`src/rtl/pipeline_ctrl.sv`:
```
// Pipeline hazard/stall controller: load-use bubbles, branch flushes and
// arbitration of the shared SRAM between IF and MEM with a wait timeout.
module pipeline_ctrl #(
  parameter int unsigned TIMEOUT = 15
) (
  input  logic        clk,
  input  logic        rst,
  input  logic [3:0]  id_regsrc1_i,
  input  logic [3:0]  id_regsrc2_i,
  input  logic        ex_memread_i,
  input  logic [3:0]  ex_regdst_i,
  input  logic        branch_taken_i,
  input  logic        mem_req_i,
  input  logic        mem_done_i,
  output logic        stall_pc_o,
  output logic        stall_ifid_o,
  output logic        stall_idex_o,
  output logic        stall_exmem_o,
  output logic        flush_ifid_o,
  output logic        flush_idex_o,
  output logic        sram_sel_o,
  output logic        err_o,
  output logic [15:0] stall_cnt_o
);

  localparam logic [3:0] NO_REG = 4'hF;
  localparam logic [3:0] TMO    = 4'(TIMEOUT);

  typedef enum logic [1:0] {RUN, MEM_WAIT, FAULT} state_e;

  state_e      state_q, state_d;
  logic [3:0]  wait_cnt_q, wait_cnt_d;
  logic        err_q, err_d;
  logic [15:0] stall_cnt_q, stall_cnt_d;
  logic        lu;

  // NO_REG on the destination can never match, so a 4'hF source never matches either.
  assign lu = ex_memread_i & (ex_regdst_i != NO_REG) &
              ((ex_regdst_i == id_regsrc1_i) | (ex_regdst_i == id_regsrc2_i));

  always_comb begin
    state_d       = state_q;
    wait_cnt_d    = wait_cnt_q;
    stall_pc_o    = 1'b0;
    stall_ifid_o  = 1'b0;
    stall_idex_o  = 1'b0;
    stall_exmem_o = 1'b0;
    flush_ifid_o  = 1'b0;
    flush_idex_o  = 1'b0;
    sram_sel_o    = 1'b0;
    case (state_q)
      RUN: begin
        if (mem_req_i) begin
          sram_sel_o    = 1'b1;
          stall_pc_o    = 1'b1;
          stall_ifid_o  = 1'b1;
          stall_idex_o  = 1'b1;
          stall_exmem_o = ~mem_done_i;
          if (!mem_done_i) begin
            state_d    = MEM_WAIT;
            wait_cnt_d = 4'd0;
          end
        end else if (branch_taken_i) begin
          flush_ifid_o = 1'b1;
          flush_idex_o = 1'b1;
        end else if (lu) begin
          stall_pc_o   = 1'b1;
          stall_ifid_o = 1'b1;
          flush_idex_o = 1'b1;
        end
      end
      MEM_WAIT: begin
        sram_sel_o    = 1'b1;
        stall_pc_o    = 1'b1;
        stall_ifid_o  = 1'b1;
        stall_idex_o  = 1'b1;
        stall_exmem_o = ~mem_done_i;
        // A completing access wins over a timeout in the same cycle.
        if (mem_done_i)
          state_d = RUN;
        else if (wait_cnt_q == TMO)
          state_d = FAULT;
        else
          wait_cnt_d = wait_cnt_q + 4'd1;
      end
      FAULT: begin
        stall_pc_o    = 1'b1;
        stall_ifid_o  = 1'b1;
        stall_idex_o  = 1'b1;
        stall_exmem_o = 1'b1;
      end
      default: state_d = RUN;
    endcase
    if (rst) begin
      stall_pc_o    = 1'b0;
      stall_ifid_o  = 1'b0;
      stall_idex_o  = 1'b0;
      stall_exmem_o = 1'b0;
      flush_ifid_o  = 1'b0;
      flush_idex_o  = 1'b0;
      sram_sel_o    = 1'b0;
    end
    err_d       = err_q | (state_d == FAULT);
    stall_cnt_d = (stall_pc_o && stall_cnt_q != 16'hFFFF) ? stall_cnt_q + 16'd1 : stall_cnt_q;
  end

  always_ff @(posedge clk or posedge rst) begin
    if (rst) begin
      state_q     <= RUN;
      wait_cnt_q  <= 4'd0;
      err_q       <= 1'b0;
      stall_cnt_q <= 16'd0;
    end else begin
      state_q     <= state_d;
      wait_cnt_q  <= wait_cnt_d;
      err_q       <= err_d;
      stall_cnt_q <= stall_cnt_d;
    end
  end

  assign err_o       = err_q;
  assign stall_cnt_o = stall_cnt_q;

endmodule
```
`config.mk`:
```
export PLATFORM = sky130hd
export DESIGN_NAME = pipeline_ctrl
export DESIGN_NICKNAME = d
export VERILOG_FILES = /design/src/rtl/pipeline_ctrl.sv
export SDC_FILE = /design/constraint.sdc
export NUM_CORES = 1
export LEC_CHECK = 0
export CELL_PAD_IN_SITES_DETAIL_PLACEMENT = 0
export CELL_PAD_IN_SITES_GLOBAL_PLACEMENT = 1
export CORE_UTILIZATION = 31
export DETAILED_ROUTE_END_ITERATION = 6
export PLACE_DENSITY = 0.74
export SYNTH_ARGS = -nofsm -noshare
export SYNTH_HDL_FRONTEND = slang
export SYNTH_SLANG_ARGS = --single-unit
```
`constraint.sdc`:
```
create_clock -name clk -period 1.89 [get_ports clk]
set_input_delay 0.2835 -clock clk [delete_from_list [all_inputs] [get_ports clk]]
set_output_delay 0.2835 -clock clk [all_outputs]
set_load 0.02 [all_outputs]
```
== Word level (Yosys, flattened, before mapping) ==
Cells that the tools add are included.
Word-level totals
  register bits: 23
  word-level logic and storage cells: 59
Operators by class
  add/subtract/negate cells: 2
  eq/ne operators: 12
  muxes and demuxes: 31
  bitwise operators: 5
  reductions and logical operators: 5
Operators with widths (count)
  2-to-1 mux 1 bit: 17
  adder 16 x 1 -> 16 bit (second input constant): 1
  2-to-1 mux 4 bit: 4
  != test 16 bit (second input constant): 1
  == test 4 bit: 2
  2-to-1 mux 2 bit: 4
  != test 2 bit (second input constant): 4
  case mux 4 bit (2 select lines): 1
  case mux 1 bit (2 select lines): 3
  case mux 2 bit (3 select lines): 1
  AND reduction 5 bit: 1
  adder 4 x 1 -> 4 bit (second input constant): 1
  == test 2 bit (second input constant): 2
  == test 4 bit (second input constant): 1
  != test 4 bit (second input constant): 1
  case mux 1 bit (3 select lines): 1
  bitwise AND 1 bit: 2
  == test 2 x 1 -> 1 bit (second input constant): 1
  zero test 2 bit: 1
  bitwise OR 1 bit: 2
  nonzero test 2 bit: 1
  OR reduction 2 bit: 1
  logical AND 1 bit: 1
  inverter 1 bit: 1

== Depth between registers and ports, before layout ==
Gate-level depths: netlist (run 1).
  depth in word-level cells: 9
  mapped depth: 9

== Worst setup path after synthesis (run 1) ==
No wires, ideal clock.
  kind: flip-flop to flip-flop
  from: register state_q[1]
  to: register stall_cnt_q[4] (netlist: stall_cnt_o[4])
  data arrival time: 1916 ps
  required time: 1761 ps
  slack: -156 ps
  stages on the path, launching flop included: 10
  buffers on the path: 2
  clock period less this slack: 2046 ps
  path through: dfrtp_1 inv_1 ha_1 buf_2 nor4b_1 o2111ai_2 a32oi_4 buf_6 nand4_1 xnor2_1
Between the ends
  cells in the longest elaborated chain, start to end: 5
RTL lines
  from (decl): line 31  | state_e state_q, state_d;
  from (signal assigned): line 114  | state_q <= state_d;
  == test 2 x 1 -> 1 bit / == test 2 bit (equally long branches): line 51  | case (state_q)
  OR reduction 2 bit (no source line)
  case mux 1 bit (2 select lines) (*): line 51
  2-to-1 mux 1 bit (*): line 94  | if (rst) begin
  logical AND 1 bit (*): line 104  | stall_cnt_d = (stall_pc_o && stall_cnt_q != 16'hFFFF) ? stall_cnt_q + 16'd1 : stall_cnt_q;
  to (signal assigned): line 117  | stall_cnt_q <= stall_cnt_d;
  to (decl): line 34  | logic [15:0] stall_cnt_q, stall_cnt_d;
Every way passes the cells marked *; elsewhere a longest branch is shown, timed or not.
A chain may end at the register's enable or synchronous reset.

== Worst setup path in the final report (run 1) ==
  from: register state_q[1]
  to: register stall_cnt_q[1] (netlist: stall_cnt_o[1])
Same word-level chain as after synthesis.

==> flow_summary.toml, run 1 <==
[min_path]
worstHoldPathType = "flop to flop"
hold_path_stages = 1

[sta]
final.setup.worst_slack_ns = -0.185
max_freq_ghz = 0.482
rsz_0062_raised_after_global_routing = "true"
tightest_slew_ns = 0.556
final.period_utilization_pct = 110
report.final.slew_viol_count = 0
period_minus_slack_ns = 2.08
hold_violations = 0
timing.final.setup_violations = 18
fin_worst_hold_slack_ns = 0.473
final.setup.tns_ns = -1.87
worst_slew_margin_rel_pct = 62.6
final.setup_skew_ns = 0.00685

[placement]
dp_cells = 250
preCtsSetupSlack_ns = -0.723
buffer_ports.inserted = 41
dpl.hpwl_um = 2640
gp_weighted_congestion = 0.795
placement.cell_area_um2 = 2050

[cells_and_area]
layout.cells.most_common = "sky130_fd_sc_hd__buf_4"
final_area_um2 = 2260
syn2layout_area_growth_pct = 67.1
fin_nets = 234
post-route-util_pct = 55.4
final_cell_count_no_fill = 259
antenna_cells = 0
final_cell_mix = "27 x sky130_fd_sc_hd__buf_4, 22 x sky130_fd_sc_hd__clkdlybuf4s50_1, 20 x sky130_fd_sc_hd__dfrtp_1"
post_route_cells_drive_above_1_share_pct = 38.8

[critical_path]
type_of_origin_of_the_critical_path = "flop"
critical-path-top-delay-family = "flip-flops"
timing_worst_setup_path_type = "flop to flop"
path_buf_inv = 2
critical_path_peak_fanout = 14
path_cells = "ha_4 > nor4b_4 > o2111ai_2 > buf_4 > a32oi_4 > buf_12 > mux2_2"
worst_setup_path_end_kind = "flop"
timing.critical_path.slowest_cell_delay_ns = 0.46
critPathRequiredTime_ns = 2.04
critical_path.slowest_cell = "sky130_fd_sc_hd__dfrtp_2"
crit_arrival_ns = 2.22
rr_worst_depth = 7
crit_cells = 7

[grt]
grt_max_degree = 24
grt_first_pass_wirelength_um = 5600
grtUsageTotal_pct = 15.9
globalRouteOverflowTotal = 0
grt_antenna_before_repair = 0
grt_pass1_vias = 1302

[routing]
route.detailed.vias_per_inst = 4.85
antenna_left = 0
route.detailed.wl_per_inst_um = 13.3
drc = 0
drt-initial-drc-count = 37
drt_first_pass_iters = 4
detailroute.via_count = 1257
detail_route.wirelength_um = 3440

[floorplan]
floorplan.core_area_um2 = 4090
initial_core_utilization_pct = 33.2
fp-row-count = 23
fp.dieArea_um2 = 4640
die_y_extent_um = 68.1
die_w_um = 68.1
number_of_i_o_pins = 42

[clock_network]
clock_network_latency_to_the_later_pin_of_the_worst_skew_pair_ns = 0.26
worst_setup_hold_path_clk_slew_ns = 0.08
clock_sink_count = 23
clk_root_buffer_cell = "sky130_fd_sc_hd__clkbuf_8"
clock_tree.htree_level_count = 1
cts_tree = "built"
cts_buffer_depth = 2
tritoncts.num_buffers = 3

[outcome]
violated_checks = "setup timing"
status = "finished with violations"

[power_and_ir_drop]
ir_drop_uv = 696
power_mw = 2.41
power_density_cells_nw_per_um2 = 1060
leakagePower_nw = 1.02

[yosys]
post_synth.cell_area_avg_um2 = 10.1
postSynthNetCount = 158
synth-warning-count = 0
netlist-cell-type-count = 33
postSynthRegisterBits = 23
synth.cell_area_um2 = 1360
synth_sequential_area_ratio_pct = 42.5
syn-instance-count = 134

[job]
cap_viol_max_count = 0
-- Yosys cell counts --
cell / number / area, um2
sky130_fd_sc_hd__a211oi_1: 1 / 7.51
sky130_fd_sc_hd__a21boi_0: 1 / 7.51
sky130_fd_sc_hd__a21o_1: 1 / 7.51
sky130_fd_sc_hd__a21oi_1: 5 / 25.0
sky130_fd_sc_hd__a31oi_1: 3 / 18.8
sky130_fd_sc_hd__a32oi_4: 1 / 27.5
sky130_fd_sc_hd__a41oi_1: 1 / 8.76
sky130_fd_sc_hd__and2_1: 1 / 6.26
sky130_fd_sc_hd__and3_1: 4 / 25.0
sky130_fd_sc_hd__buf_2: 1 / 5.00
sky130_fd_sc_hd__buf_4: 1 / 7.51
sky130_fd_sc_hd__buf_6: 1 / 11.3
sky130_fd_sc_hd__dfrtp_1: 23 / 576
sky130_fd_sc_hd__ha_1: 6 / 75.1
sky130_fd_sc_hd__inv_1: 9 / 33.8
sky130_fd_sc_hd__mux2_2: 1 / 11.3
sky130_fd_sc_hd__mux2i_1: 1 / 10.0
sky130_fd_sc_hd__nand2_1: 10 / 37.5
sky130_fd_sc_hd__nand2b_1: 1 / 6.26
sky130_fd_sc_hd__nand3_1: 6 / 30.0
sky130_fd_sc_hd__nand4_1: 9 / 56.3
sky130_fd_sc_hd__nor2_1: 7 / 26.3
sky130_fd_sc_hd__nor3_1: 4 / 20.0
sky130_fd_sc_hd__nor4_2: 1 / 12.5
sky130_fd_sc_hd__nor4_4: 1 / 21.3
sky130_fd_sc_hd__nor4b_1: 1 / 8.76
sky130_fd_sc_hd__o2111ai_2: 1 / 15.0
sky130_fd_sc_hd__o211ai_1: 2 / 15.0
sky130_fd_sc_hd__o21ai_0: 4 / 20.0
sky130_fd_sc_hd__o31a_1: 1 / 8.76
sky130_fd_sc_hd__or3_1: 2 / 12.5
sky130_fd_sc_hd__xnor2_1: 13 / 114
sky130_fd_sc_hd__xor2_1: 10 / 87.6
-- power breakdown --
group	internal (mW)	switching (mW)	leakage (nW)
Clock	0.147	0.156	0.0255
Combinational	0.742	0.668	0.689
Sequential	0.603	0.0932	0.304
Total	1.49	0.918	1.02
-- sequential cells by signal, summed over array words and instances, names as in the netlist --
name / cells
err_o: 1
stall_cnt_o: 16
state_q: 2
wait_cnt_q: 4
-- cell type report --
type	instances	area [um2]
clock buffer	3	41.3
clock inverter	1	5.00
fill	364	1820
inverter	9	33.8
multi-input combinational	99	883
sequential	23	579
tap	50	62.6
timing repair buffer	74	659
-- worst paths after layout --
| check | from | end | slack [ns] |
|---|---|---|---|
| hold / removal | err_o | err_o | 0.47 |
| setup reg to reg | state_q[1] | stall_cnt_o[1] | -0.19 |
| max in group asynchronous | rst | stall_cnt_o[0] | 1.01 |
| hold reg to reg | err_o | err_o | 0.47 |
| setup / recovery | state_q[1] | stall_cnt_o[1] | -0.19 |
| min in group asynchronous | rst | wait_cnt_q[2] | 0.63 |
-- metal layers --
metal,part of all wire [%],track usage [%]
met5,0,0
met4,0.44,1.82
met1,43,17.9
met2,54,30.9
met3,2.9,3.50
-- repair_timing --
| action | 4_1_cts | 5_1_grt |
|---|---|---|
| buffers inserted | 4 | 2 |
| setup endpoints to repair | 23 | 27 |
| hold buffers | 0 | 0 |
| gates resized for setup | 57 | 37 |
| pin swaps | 6 | 4 |
-- logic make-up (layout without fill, tap and decap cells) --
kind of cell             after synthesis  count (layout)  synth area share (%)
AO/OA/AOI/OAI                         21              21                  11.9
XOR/XNOR                              23              23                  14.9
adder cells (fa/ha/maj)                6               6                  5.54
buffers and inverters                 12              87                  4.25
flip-flops                            23              23                  42.5
multiplexers                           2               2                  1.57
AND/OR/NAND/NOR                       47              47                  19.4
Note: power is estimated with default switching activity, not from simulation.
==> inputs of run 2 (changes only) <==
- ABC_AREA: not set -> 1
- PLACE_DENSITY: 0.74 -> 0.75
==> flow_summary.toml, run 2 <==
[sta]
final.period_utilization_pct = 97.5
max_freq_ghz = 0.543
report.final.slew_viol_count = 0
final.setup.tns_ns = 0
fin_worst_hold_slack_ns = 0.472
timing.final.setup_violations = 0
worst_slew_margin_rel_pct = 65.8
tightest_slew_ns = 0.509
hold_violations = 0
final.setup_skew_ns = 0.00669
period_minus_slack_ns = 1.84
final.setup.worst_slack_ns = 0.0478
rsz_0062_raised_after_global_routing = "true"

[yosys]
synthDominantAreaCellType = "sky130_fd_sc_hd__dfrtp_1"
post_synth.cell_area_avg_um2 = 6.89
synth.cell_area_um2 = 1670
synth_sequential_area_ratio_pct = 34.5
ranking_of_synthesized_cells_by_area = "sky130_fd_sc_hd__dfrtp_1 35%, sky130_fd_sc_hd__nand2_1 19%, sky130_fd_sc_hd__nand3_1 8.7%, sky130_fd_sc_hd__inv_1 7.7%, sky130_fd_sc_hd__xor2_1 5.8%"
synth-warning-count = 0
synth_top_flop_cell = "sky130_fd_sc_hd__dfrtp_1"
netlist-cell-type-count = 28
asyncSetResetFlopFracSynth_pct = 100
syn-instance-count = 242
yosys-top-cells-count = "83 x sky130_fd_sc_hd__nand2_1, 34 x sky130_fd_sc_hd__inv_1, 29 x sky130_fd_sc_hd__nand3_1"
fraction_of_synthesized_cell_area_taken_by_the_top_area_cell_type_pct = 34.5
post-synth-top-count-cell = "sky130_fd_sc_hd__nand2_1"
postSynthRegisterBits = 23
postSynthNetCount = 266
post_synth_edffs = 0

[power_and_ir_drop]
leakagePower_nw = 1.39
power_density_cells_nw_per_um2 = 774
power_mw = 2.03
ir_drop_uv = 346

[routing]
route.detailed.wl_per_inst_um = 11.4
detailroute.via_count = 1718
drt_first_pass_iters = 4
detail_route.wirelength_um = 4460
route.detailed.vias_per_inst = 4.39
drc = 0
drt-initial-drc-count = 53
antenna_left = 0

[grt]
grt_antenna_before_repair = 0
grt_pass1_vias = 1621
grt_max_degree = 19
grt_first_pass_wirelength_um = 7400
grtUsageTotal_pct = 16.9
globalRouteOverflowTotal = 0

[cells_and_area]
largest_reg_flops = 16
layout.cells.most_common = "sky130_fd_sc_hd__nand2_1"
post_route_cells_drive_above_1_share_pct = 23.4
syn2layout_area_growth_pct = 57.3
post-route-util_pct = 51.0
final_cell_mix = "83 x sky130_fd_sc_hd__nand2_1, 36 x sky130_fd_sc_hd__buf_4, 29 x sky130_fd_sc_hd__inv_1"
fill_cells = 537
antenna_cells = 0
final-seq-area_um2 = 576
fin_nets = 346
multi_input_area_um2 = 1060

[floorplan]
initial_core_utilization_pct = 32.4
die_w_um = 75.3
fp-row-count = 26
floorplan.core_area_um2 = 5140
number_of_i_o_pins = 42
die_y_extent_um = 75.3
fp.dieArea_um2 = 5670

[critical_path]
critPathRequiredTime_ns = 1.61
crit_arrival_ns = 1.56
critical_path_peak_fanout = 4
type_of_origin_of_the_critical_path = "flop"
timing_worst_setup_path_type = "flop to output port"
worst_setup_path_end_kind = "output port"

[clock_network]
clk_root_buffer_cell = "sky130_fd_sc_hd__clkbuf_8"
tritoncts.num_buffers = 3
cts-hold-fix-buffers = 0
cts_buffer_depth = 2
worst_setup_hold_path_clk_slew_ns = 0.08
clock_network_latency_to_the_later_pin_of_the_worst_skew_pair_ns = 0.27
cts_tree = "built"
clock_tree.htree_level_count = 1
clock_sink_count = 23

[placement]
preCtsSetupSlack_ns = -0.485
dpl.hpwl_um = 3350
buffer_ports.inserted = 41
gp_weighted_congestion = 0.835

[outcome]
status = "complete, no violations"

[job]
cap_viol_max_count = 0

[min_path]
worstHoldPathType = "flop to flop"
[run 2: changes by cell type after synthesis, sizes merged, moves of 2 or more]
| cell | delta |
|---|---|
| a31oi | -3 |
| and3 | -4 |
| inv | +25 |
| nand2 | +75 |
| nand3 | +23 |
| nand4 | -6 |
| nor2 | +12 |
| nor3 | +6 |
| o211ai | -2 |
| o21ai | -2 |
| o31ai | +2 |
| or3 | -2 |
| xnor2 | -10 |
[run 2: cell type report]
type / instances / area share [%]
Inverter: 34 / 4.87
Clock buffer: 4 / 1.72
Timing Repair Buffer: 79 / 27.6
Tap cell: 70 / 3.34
Multi-Input combinational cell: 181 / 40.5
Sequential cell: 23 / 22.0
[run 2: final timing paths]
kind                                        to  cells after the start  startpoint  slack [ns]
worst max-delay path                stall_pc_o                      6  state_q[0]        0.05
worst min-delay path                     err_o                      2       err_o        0.47
worst max register to register           err_o                     13  state_q[0]        0.07
worst min register to register           err_o                      2       err_o        0.47
max in group asynchronous       stall_cnt_o[8]                      4         rst        1.00
min in group asynchronous                err_o                      3         rst        0.51
[run 2: metrics by stage]
step	cells	area [um2]
3_3_place_gp	380	2390
6_report	391	2620
3_5_place_dp	380	2390
5_1_grt	391	2620
4_1_cts	390	2520
2_1_floorplan	242	1670
[run 2: power by group]
| group | leakage (nW) | switching, mW | internal (mW) |
|---|---|---|---|
| logic | 1.06 | 0.561 | 0.523 |
| registers | 0.308 | 0.0662 | 0.565 |
| clock network | 0.0228 | 0.164 | 0.151 |
| total | 1.39 | 0.791 | 1.24 |
[run 2: cell families (layout without fill, tap and decap cells)]
group | after synthesis | after routing | synth area share [%]
adders and majority gates | 6 | 6 | 4.50
DFF | 23 | 23 | 34.5
xor gates and xnor gates | 14 | 14 | 7.36
AOI/OAI and AO/OA | 12 | 12 | 4.58
and+or+nand+nor | 148 | 148 | 39.0
muxes | 1 | 1 | 0.676
buffers and inverters | 38 | 117 | 9.38
[run 2: metal layers]
layer,track usage [%],share of wire [%],up-vias
met2,25.5,44,27
met4,4.32,0.94,0
li1,-,-,926
met3,1.72,3.0,4
met1,25.9,52,761
met5,0,0,-
[run 2: critical path: stages (launching register included)]
cell	delay (ns)
sky130_fd_sc_hd__dfrtp_1	0.41
sky130_fd_sc_hd__ha_1	0.26
sky130_fd_sc_hd__buf_4	0.17
sky130_fd_sc_hd__nor2_1	0.09
sky130_fd_sc_hd__nand2_1	0.10
sky130_fd_sc_hd__nand2_4	0.13
sky130_fd_sc_hd__buf_6	0.13
[run 2: repair_timing]
item	in CTS	in global routing
pin swaps	7	9
hold endpoints to repair	0	0
endpoints found under the setup margin	7	25
buffers inserted	7	1
resized for setup	52	27
==> inputs of run 3 (changes only) <==
- GPL_TIMING_DRIVEN: not set -> 0
==> flow_summary.toml, run 3 (synthesis gave the netlist of run 2 again) <==
[min_path]
worstHoldPathType = "flop to flop"
hold_path_stages = 2

[job]
cap_viol_max_count = 0

[clock_network]
clk_root_buffer_cell = "sky130_fd_sc_hd__clkbuf_8"
tritoncts.num_buffers = 3
clock_network_latency_to_the_later_pin_of_the_worst_skew_pair_ns = 0.27
cts_tree = "built"
worst_setup_hold_path_clk_slew_ns = 0.08
cts_buffer_depth = 2
clock_sink_count = 23
clock_tree.htree_level_count = 1

[cells_and_area]
fin_nets = 335
final_cell_count_no_fill = 380
largest_reg_flops = 16
post_route_cells_drive_above_1_share_pct = 19.4
syn2layout_area_growth_pct = 50.8
final_cell_mix = "81 x sky130_fd_sc_hd__nand2_1, 30 x sky130_fd_sc_hd__inv_1, 28 x sky130_fd_sc_hd__nand3_1"
antenna_cells = 0
post-route-util_pct = 48.9
final_area_um2 = 2510
layout.cells.most_common = "sky130_fd_sc_hd__nand2_1"

[critical_path]
rr_worst_depth = 11
crit_cells = 9
crit_arrival_ns = 1.77
critical_path_peak_fanout = 4
critical-path-top-delay-family = "simple AND/OR/NAND/NOR gates"
critPathRequiredTime_ns = 1.61
path_buf_inv = 5
type_of_origin_of_the_critical_path = "flop"
path_cells = "inv_2 > ha_4 > inv_2 > nor4_4 > nand3_2 > nand2_4 > buf_8 > buf_6 > buf_6"
critical_path.slowest_cell = "sky130_fd_sc_hd__dfrtp_2"
timing_worst_setup_path_type = "flop to output port"
worst_setup_path_end_kind = "output port"
timing.critical_path.slowest_cell_delay_ns = 0.44

[placement]
buffer_ports.inserted = 41
dpl.hpwl_um = 3000
dp_cells = 353
placement.cell_area_um2 = 2170
gp_weighted_congestion = 0.812

[sta]
timing.final.setup_violations = 4
max_freq_ghz = 0.487
final.period_utilization_pct = 109
tightest_slew_ns = 0.906
period_minus_slack_ns = 2.05
final.setup.worst_slack_ns = -0.164
rsz_0062_raised_after_global_routing = "true"
final.setup_skew_ns = 0.00322
fin_worst_hold_slack_ns = 0.471
hold_violations = 0
report.final.slew_viol_count = 0
worst_slew_margin_rel_pct = 39.5

[routing]
detailroute.via_count = 1704
route.detailed.vias_per_inst = 4.48
drt_first_pass_iters = 4
drt-initial-drc-count = 71
detail_route.wirelength_um = 4240
route.detailed.wl_per_inst_um = 11.2
antenna_left = 0
drc = 0

[power_and_ir_drop]
power.net_switching_mw = 0.779
pwr-share-seq_pct = 31.8
p_comb_share_pct = 52.6
power_mw = 2.04
ir_drop_uv = 321
sw_frac_of_total_pct = 38.3
pwr-share-clk_pct = 15.5
leakagePower_nw = 1.31
power_density_cells_nw_per_um2 = 810
internal_power_mw = 1.26

[floorplan]
fp-row-count = 26
floorplan.core_area_um2 = 5140
number_of_i_o_pins = 42
initial_core_utilization_pct = 32.4
fp.dieArea_um2 = 5670
die_w_um = 75.3
die_y_extent_um = 75.3

[grt]
grt_pass1_vias = 1483
grt_max_degree = 24
grt_first_pass_wirelength_um = 6530
globalRouteOverflowTotal = 0
grt_antenna_before_repair = 0
grtUsageTotal_pct = 14.9

[outcome]
violated_checks = "setup timing"
status = "finished with violations"
[run 3: path summary, 6_finish.rpt]
kind / to / from / slack, ns
max in group asynchronous: state_q[0] / rst / 0.52
max: stall_pc_o / state_q[0] / -0.16
max reg2reg: stall_cnt_o[13] / state_q[0] / 0.07
min reg2reg: err_o / err_o / 0.47
min: err_o / err_o / 0.47
min in group asynchronous: stall_cnt_o[8] / rst / 0.75
[run 3: layer usage]
layer  wire [um]  up-vias  track usage [%]  share of wire, %
met4          40        0             3.50              0.94
li1            -      894                -                 -
met2        1980       28             24.8                47
met5           0        -                0                 0
met3         153        4             2.12               3.6
met1        2060      778             20.4                49
[run 3: area by class of cell]
class | count | area, um2
inverter | 34 | 128
fill | 545 | 2630
tap | 70 | 87.6
buffer | 4 | 48.8
sequential | 23 | 577
multi-input combinational | 181 | 1030
timing repair buffer | 64 | 593
clock buffer | 4 | 45.0
[run 3: worst min-delay path: stages (launching register included)]
cell and delay [ns]:
sky130_fd_sc_hd__dfrtp_1 0.35, sky130_fd_sc_hd__inv_1 0.04, sky130_fd_sc_hd__nand2_1 0.05
[run 3: metrics by stage]
stage          setup WS [ns]  TNS (ns)
5_1_grt               -0.228    -0.877
4_1_cts               -0.140    -0.285
3_5_place_dp          -0.873     -4.20
3_3_place_gp          -0.888     -4.34
2_1_floorplan         0.0112         0
6_report              -0.164    -0.407
[run 3: repair_timing]
action | 4_1_cts | 5_1_grt
pin swaps | 8 | 8
gates resized for setup | 60 | 16
gates cloned | 0 | 0
hold buffers | 0 | 0
endpoints found under the setup margin | 23 | 21
setup buffers | 14 | 9
[run 3: power by group through the flow]
stage | registers (mW) | logic (mW) | clock network [mW]
global route | 0.658 | 1.16 | 0.342
finish | 0.648 | 1.07 | 0.317
CTS | 0.653 | 0.968 | 0.325
global placement | 0.662 | 0.748 | 0
detailed placement | 0.664 | 0.753 | 0
floorplan | 0.698 | 0.428 | 0
==> edit 1 (config.mk and constraints of run 3) <==
Put one more register stage on the output `err_o`. The value now appears one clock later. The other outputs are not delayed to match.
--- a/src/rtl/pipeline_ctrl.sv
+++ b/src/rtl/pipeline_ctrl.sv
@@ -118,7 +118,9 @@
     end
   end
 
-  assign err_o       = err_q;
+  always_ff @(posedge clk) begin
+    err_o <= err_q;
+  end
   assign stall_cnt_o = stall_cnt_q;
 
 endmodule
Function: same outputs for any inputs over 10 cycles, from zero or initial values and one cycle with rst high; that may be too few to reach the edited logic, so the function may still have changed.
==> edit 1 against run 3 <==
- the flow still finishes with violations (negative setup slack)
- worst hold slack got worse by 0.098 ns
- sequential cell count up 1
- highest routed layer unchanged
- synthesized area grew 2.0%
- critical path type unchanged
- cell area rose by 4.8%
- total power up 6.0%
- critical endpoint unchanged
- via count increased by 2.3%
- routed wire length rose by 7.9%
- worst setup slack gained 0.011 ns
==> edit 1: results (changes against run 3) <==
| Quantity | Reported | Delta |
| --- | --- | --- |
| Power dissipated in sequential cells | 694 uW | was 648 uW |
| Depth of the most critical reg-to-reg path | 12 | was 11 |
| Post-Route Skew | 0.00277 ns | was 0.00322 ns |
| Combinational Power Share | 0.512 | was 0.526 |
| Cell total after placement | 356 | was 353 |
| Count of different cell masters after synthesis | 31 | was 28 |
| Minimum setup slack after placement | -0.894 ns | was -0.873 ns |
| Violations in the final reports | negative setup slack | unchanged |
| Share of the yosys chip area belonging to registers | 0.351 | was 0.345 |
| Setup total negative slack | -0.257 ns | was -0.407 ns |
| Resized cells post-CTS | 45 | was 60 |
| Post-detail-place hpwl | 2980 um | was 3000 um |
| Via count of the first global-routing pass | 1640 | was 1483 |
| Net count of the finished layout | 341 | was 335 |
| Proportion of layout cells with a drive suffix above 1 | 0.241 | was 0.194 |
| CP max stage delay | 0.46 ns | was 0.44 ns |
| Number of design-rule violations left by the first detailed-router iteration | 84 | was 71 |
| Synthesized net count | 269 | was 266 |
| GP Congestion | 0.801 | was 0.812 |
| Number of failing setup endpoints in the final timing report | 3 | was 4 |
| Met1 routing resource usage after global routing | 0.213 | was 0.204 |
| Top Family by Delay on Critical Path | flip-flops | was simple AND/OR/NAND/NOR gates |
| Leakage dissipation | 1.39 nW | was 1.31 nW |
| Minimum setup slack in the final design | -0.153 ns | was -0.164 ns |
| Status | finished, violations left | unchanged |
| List of most frequent post-synthesis cells | sky130_fd_sc_hd__nand2_1 (85), sky130_fd_sc_hd__inv_1 (30), sky130_fd_sc_hd__nand3_1 (29) | was sky130_fd_sc_hd__nand2_1 (83), sky130_fd_sc_hd__inv_1 (34), sky130_fd_sc_hd__nand3_1 (29) |
edit 1: routing by layer:
layer | vias to the layer above | part of all wire
li1 | 914 | -
met1 | 797 | 0.50
met2 | 28 | 0.45
met3 | 5 | 0.037
met4 | 0 | 0.011
met5 | - | 0
edit 1: cell families (layout without fill, tap and decap cells):
| family | after synthesis | count (layout) | synth area share |
|---|---|---|---|
| buffers and inverters | 39 | 110 | 0.0943 |
| XOR/XNOR | 12 | 12 | 0.0619 |
| multiplexers | 1 | 1 | 0.00663 |
| AO/OA/AOI/OAI | 12 | 12 | 0.0449 |
| adder cells (fa/ha/maj) | 6 | 6 | 0.0442 |
| AND/OR/NAND/NOR | 151 | 151 | 0.398 |
| flip-flops | 24 | 24 | 0.351 |
edit 1: cell type report:
cell class,instances,area [sq um]
Timing Repair Buffer,67,652
Sequential cell,24,599
Inverter,35,131
Fill cell,551,2570
Tap cell,70,87.6
Buffer,4,56.3
Clock buffer,4,55.1
Multi-Input combinational cell,182,1050
==> edit 2 (settings of run 3) <==
Without the edit above. `TIMEOUT`: 15 -> 7.
--- a/src/rtl/pipeline_ctrl.sv
+++ b/src/rtl/pipeline_ctrl.sv
@@ -1,7 +1,7 @@
 // Pipeline hazard/stall controller: load-use bubbles, branch flushes and
 // arbitration of the shared SRAM between IF and MEM with a wait timeout.
 module pipeline_ctrl #(
-  parameter int unsigned TIMEOUT = 15
+  parameter int unsigned TIMEOUT = 7
 ) (
   input  logic        clk,
   input  logic        rst,
Formal check against the unedited RTL: not equivalent (Yosys sat finds a counterexample within 10 cycles, from zero or initial values and one cycle with rst high).
==> edit 2 against run 3 <==
- the run still ends with negative setup slack left
- worst hold slack got worse by 0.0029 ns
- total power increased by 23%
- clock skew about the same
- die area increased by 0.23%
- synthesized cell count increased by 1.2%
- cell area increased by 1.0%
- routed wire length increased by 2.3%
- clock power decreased by 1%
- register-to-register slack got worse by 0.07 ns
- worst setup slack got worse by 0.022 ns
- first-iteration DRC count increased by 1.4%
- sequential cell count unchanged
- synthesized area increased by 0.23%
- final cell count increased by 1.1%
- largest cell class unchanged
==> edit 2: results (changes against run 3) <==
| Quantity | Reported | Delta |
| --- | --- | --- |
| Post-detail-place hpwl | 2960 um | was 3000 um |
| Wire length of the first global-routing pass | 6770 um | was 6530 um |
| Post-Route Skew | 0.00305 ns | was 0.00322 ns |
| Clock tree buffer depth | 2 | unchanged |
| Crit path arrival time | 1.79 ns | was 1.77 ns |
| WL per Instance | 11.3 um | was 11.2 um |
| # fillers | 543 | was 545 |
| Clk_lat worst skew | 0.27 ns | about the same |
| Ratio of routed vias to standard cells | 4.52 | was 4.48 |
| VDD IR-drop max | 0.000600 V | was 0.000321 V |
| Path type of the worst min-delay path | reg -> reg | unchanged |
| Dominant cell type by area after synthesis | sky130_fd_sc_hd__dfrtp_1 | unchanged |
| Dominant cells by area after synthesis | sky130_fd_sc_hd__dfrtp_1 (34%), sky130_fd_sc_hd__nand2_1 (19%), sky130_fd_sc_hd__nand3_1 (8.7%) | was sky130_fd_sc_hd__dfrtp_1 (35%), sky130_fd_sc_hd__nand2_1 (19%), sky130_fd_sc_hd__nand3_1 (8.7%) |
| Relative max-transition margin | 0.410 | was 0.395 |
| Number of warnings reported in the yosys synthesis log | 0 | unchanged |
| Residual overflow from global routing | 0 | unchanged |
| Placed standard-cell area | 2170 sq um | about the same |
| Count of different cell masters after synthesis | 27 | was 28 |
| Number of clock buffers inserted by TritonCTS | 3 | unchanged |
| Maximum number of pins on one net before global-route repair | 24 | unchanged |
| Violations in the final reports | negative setup slack | unchanged |
| Number of design-rule violations left by the first detailed-router iteration | 72 | was 71 |
| List of most frequent post-synthesis cells | sky130_fd_sc_hd__nand2_1 (85), sky130_fd_sc_hd__inv_1 (32), sky130_fd_sc_hd__nand3_1 (29) | was sky130_fd_sc_hd__nand2_1 (83), sky130_fd_sc_hd__inv_1 (34), sky130_fd_sc_hd__nand3_1 (29) |
| Via count of the first global-routing pass | 1525 | was 1483 |
| Proportion of layout cells with a drive suffix above 1 | 0.204 | was 0.194 |
| CP max stage cell | sky130_fd_sc_hd__dfrtp_1 | was sky130_fd_sc_hd__dfrtp_2 |
| Share of the yosys chip area belonging to registers | 0.345 | about the same |
| Synthesized net count | 269 | was 266 |
| GP Congestion | 0.813 | was 0.812 |
| Minimum setup slack in the final design | -0.187 ns | was -0.164 ns |
| Antenna violations before repair | 0 | unchanged |
| Total global routing track utilization | 0.155 | was 0.149 |
| Top Family by Delay on Critical Path | simple AND/OR/NAND/NOR gates | unchanged |
| Clock root cell | sky130_fd_sc_hd__clkbuf_8 | unchanged |
| Setup total negative slack | -0.360 ns | was -0.407 ns |
| Status | finished, violations left | unchanged |
| Net count of the finished layout | 339 | was 335 |
| Leakage dissipation | 1.22 nW | was 1.31 nW |
| Number of iterations in the first detailed-routing pass | 6 | was 4 |
| H-Tree Level Count | 1 | unchanged |
| Number of failing setup endpoints in the final timing report | 4 | unchanged |
| Critical path peak fanout | 6 | was 4 |
[edit 2: cell types whose count changed in the layout (fill, tap and decap cells not counted), sizes merged, moves of 3 or more]
cell,before,now
clkbuf,5,8
nand2,85,89
dlymetal6s2s,5,0
clkdlybuf4s50,25,30
[edit 2: final timing paths]
| path | slack [ns] | cells after the start | startpoint | end |
|---|---|---|---|---|
| max in group asynchronous | 0.57 | 2 | rst | stall_cnt_o[0]$_DFFE_PP0P_ |
| max | -0.19 | 9 | state_q[1]$_DFF_PP0_ | stall_pc_o |
| min | 0.47 | 2 | err_o$_DFF_PP0_ | err_o$_DFF_PP0_ |
| min in group asynchronous | 0.72 | 2 | rst | err_o$_DFF_PP0_ |
| min reg2reg | 0.47 | 2 | err_o$_DFF_PP0_ | err_o$_DFF_PP0_ |
| max reg2reg | 0 | 12 | state_q[1]$_DFF_PP0_ | stall_cnt_o[6]$_DFFE_PP0P_ |
[edit 2: kinds of logic after synthesis]
group                      after synthesis  share of synthesized area
xor gates and xnor gates                14                     0.0734
adders and majority gates                6                     0.0449
and+or+nand+nor                        152                      0.402
buffers and inverters                   38                     0.0936
AOI/OAI and AO/OA                       12                     0.0419
DFF                                     23                      0.345
[edit 2: cell type report]
cell class / instances / area share
well taps: 70 / 0.0345
plain buffers: 4 / 0.0207
inverters: 34 / 0.0522
clock buffers: 4 / 0.0177
multi-input cells: 184 / 0.410
repair buffers: 65 / 0.238
flip-flops and latches: 23 / 0.227
[edit 2: what timing repair did]
item	4_1_cts	5_1_grt
pin swaps	3	6
cloned	0	2
setup buffers	3	19
gates resized for setup	41	30
endpoints found under the setup margin	21	21
[edit 2: worst register-to-register path: cells and delay by family, from the launching register on]
family,cells,cell delay [ns]
DFF,1,0.43
buffers and inverters,5,0.55
adders and majority gates,1,0.16
and+or+nand+nor,6,0.64
[edit 2: power by group]
group | switching, mW | total [mW] | internal (mW)
combinational | 0.733 | 1.51 | 0.774
sequential | 0.110 | 0.686 | 0.576
clock | 0.162 | 0.313 | 0.151
[edit 2: stage by stage]
step,total power [mW],util,cells,worst slack [ns]
after CTS,2.06,0.439,363,-0.215
after detailed placement,1.66,0.422,356,-0.848
after global placement,1.67,0.422,356,-0.860
after floorplan,1.30,-,245,0.0112
after global routing,2.70,0.494,384,-0.314
final,2.51,0.494,384,-0.187
[edit 2: metal layers]
layer,GRT usage,vias to the layer above,share of wire
met5,0,-,0
met3,0.0251,4,0.052
met1,0.214,779,0.49
met2,0.240,43,0.44
met4,0.0638,0,0.017
li1,-,911,-
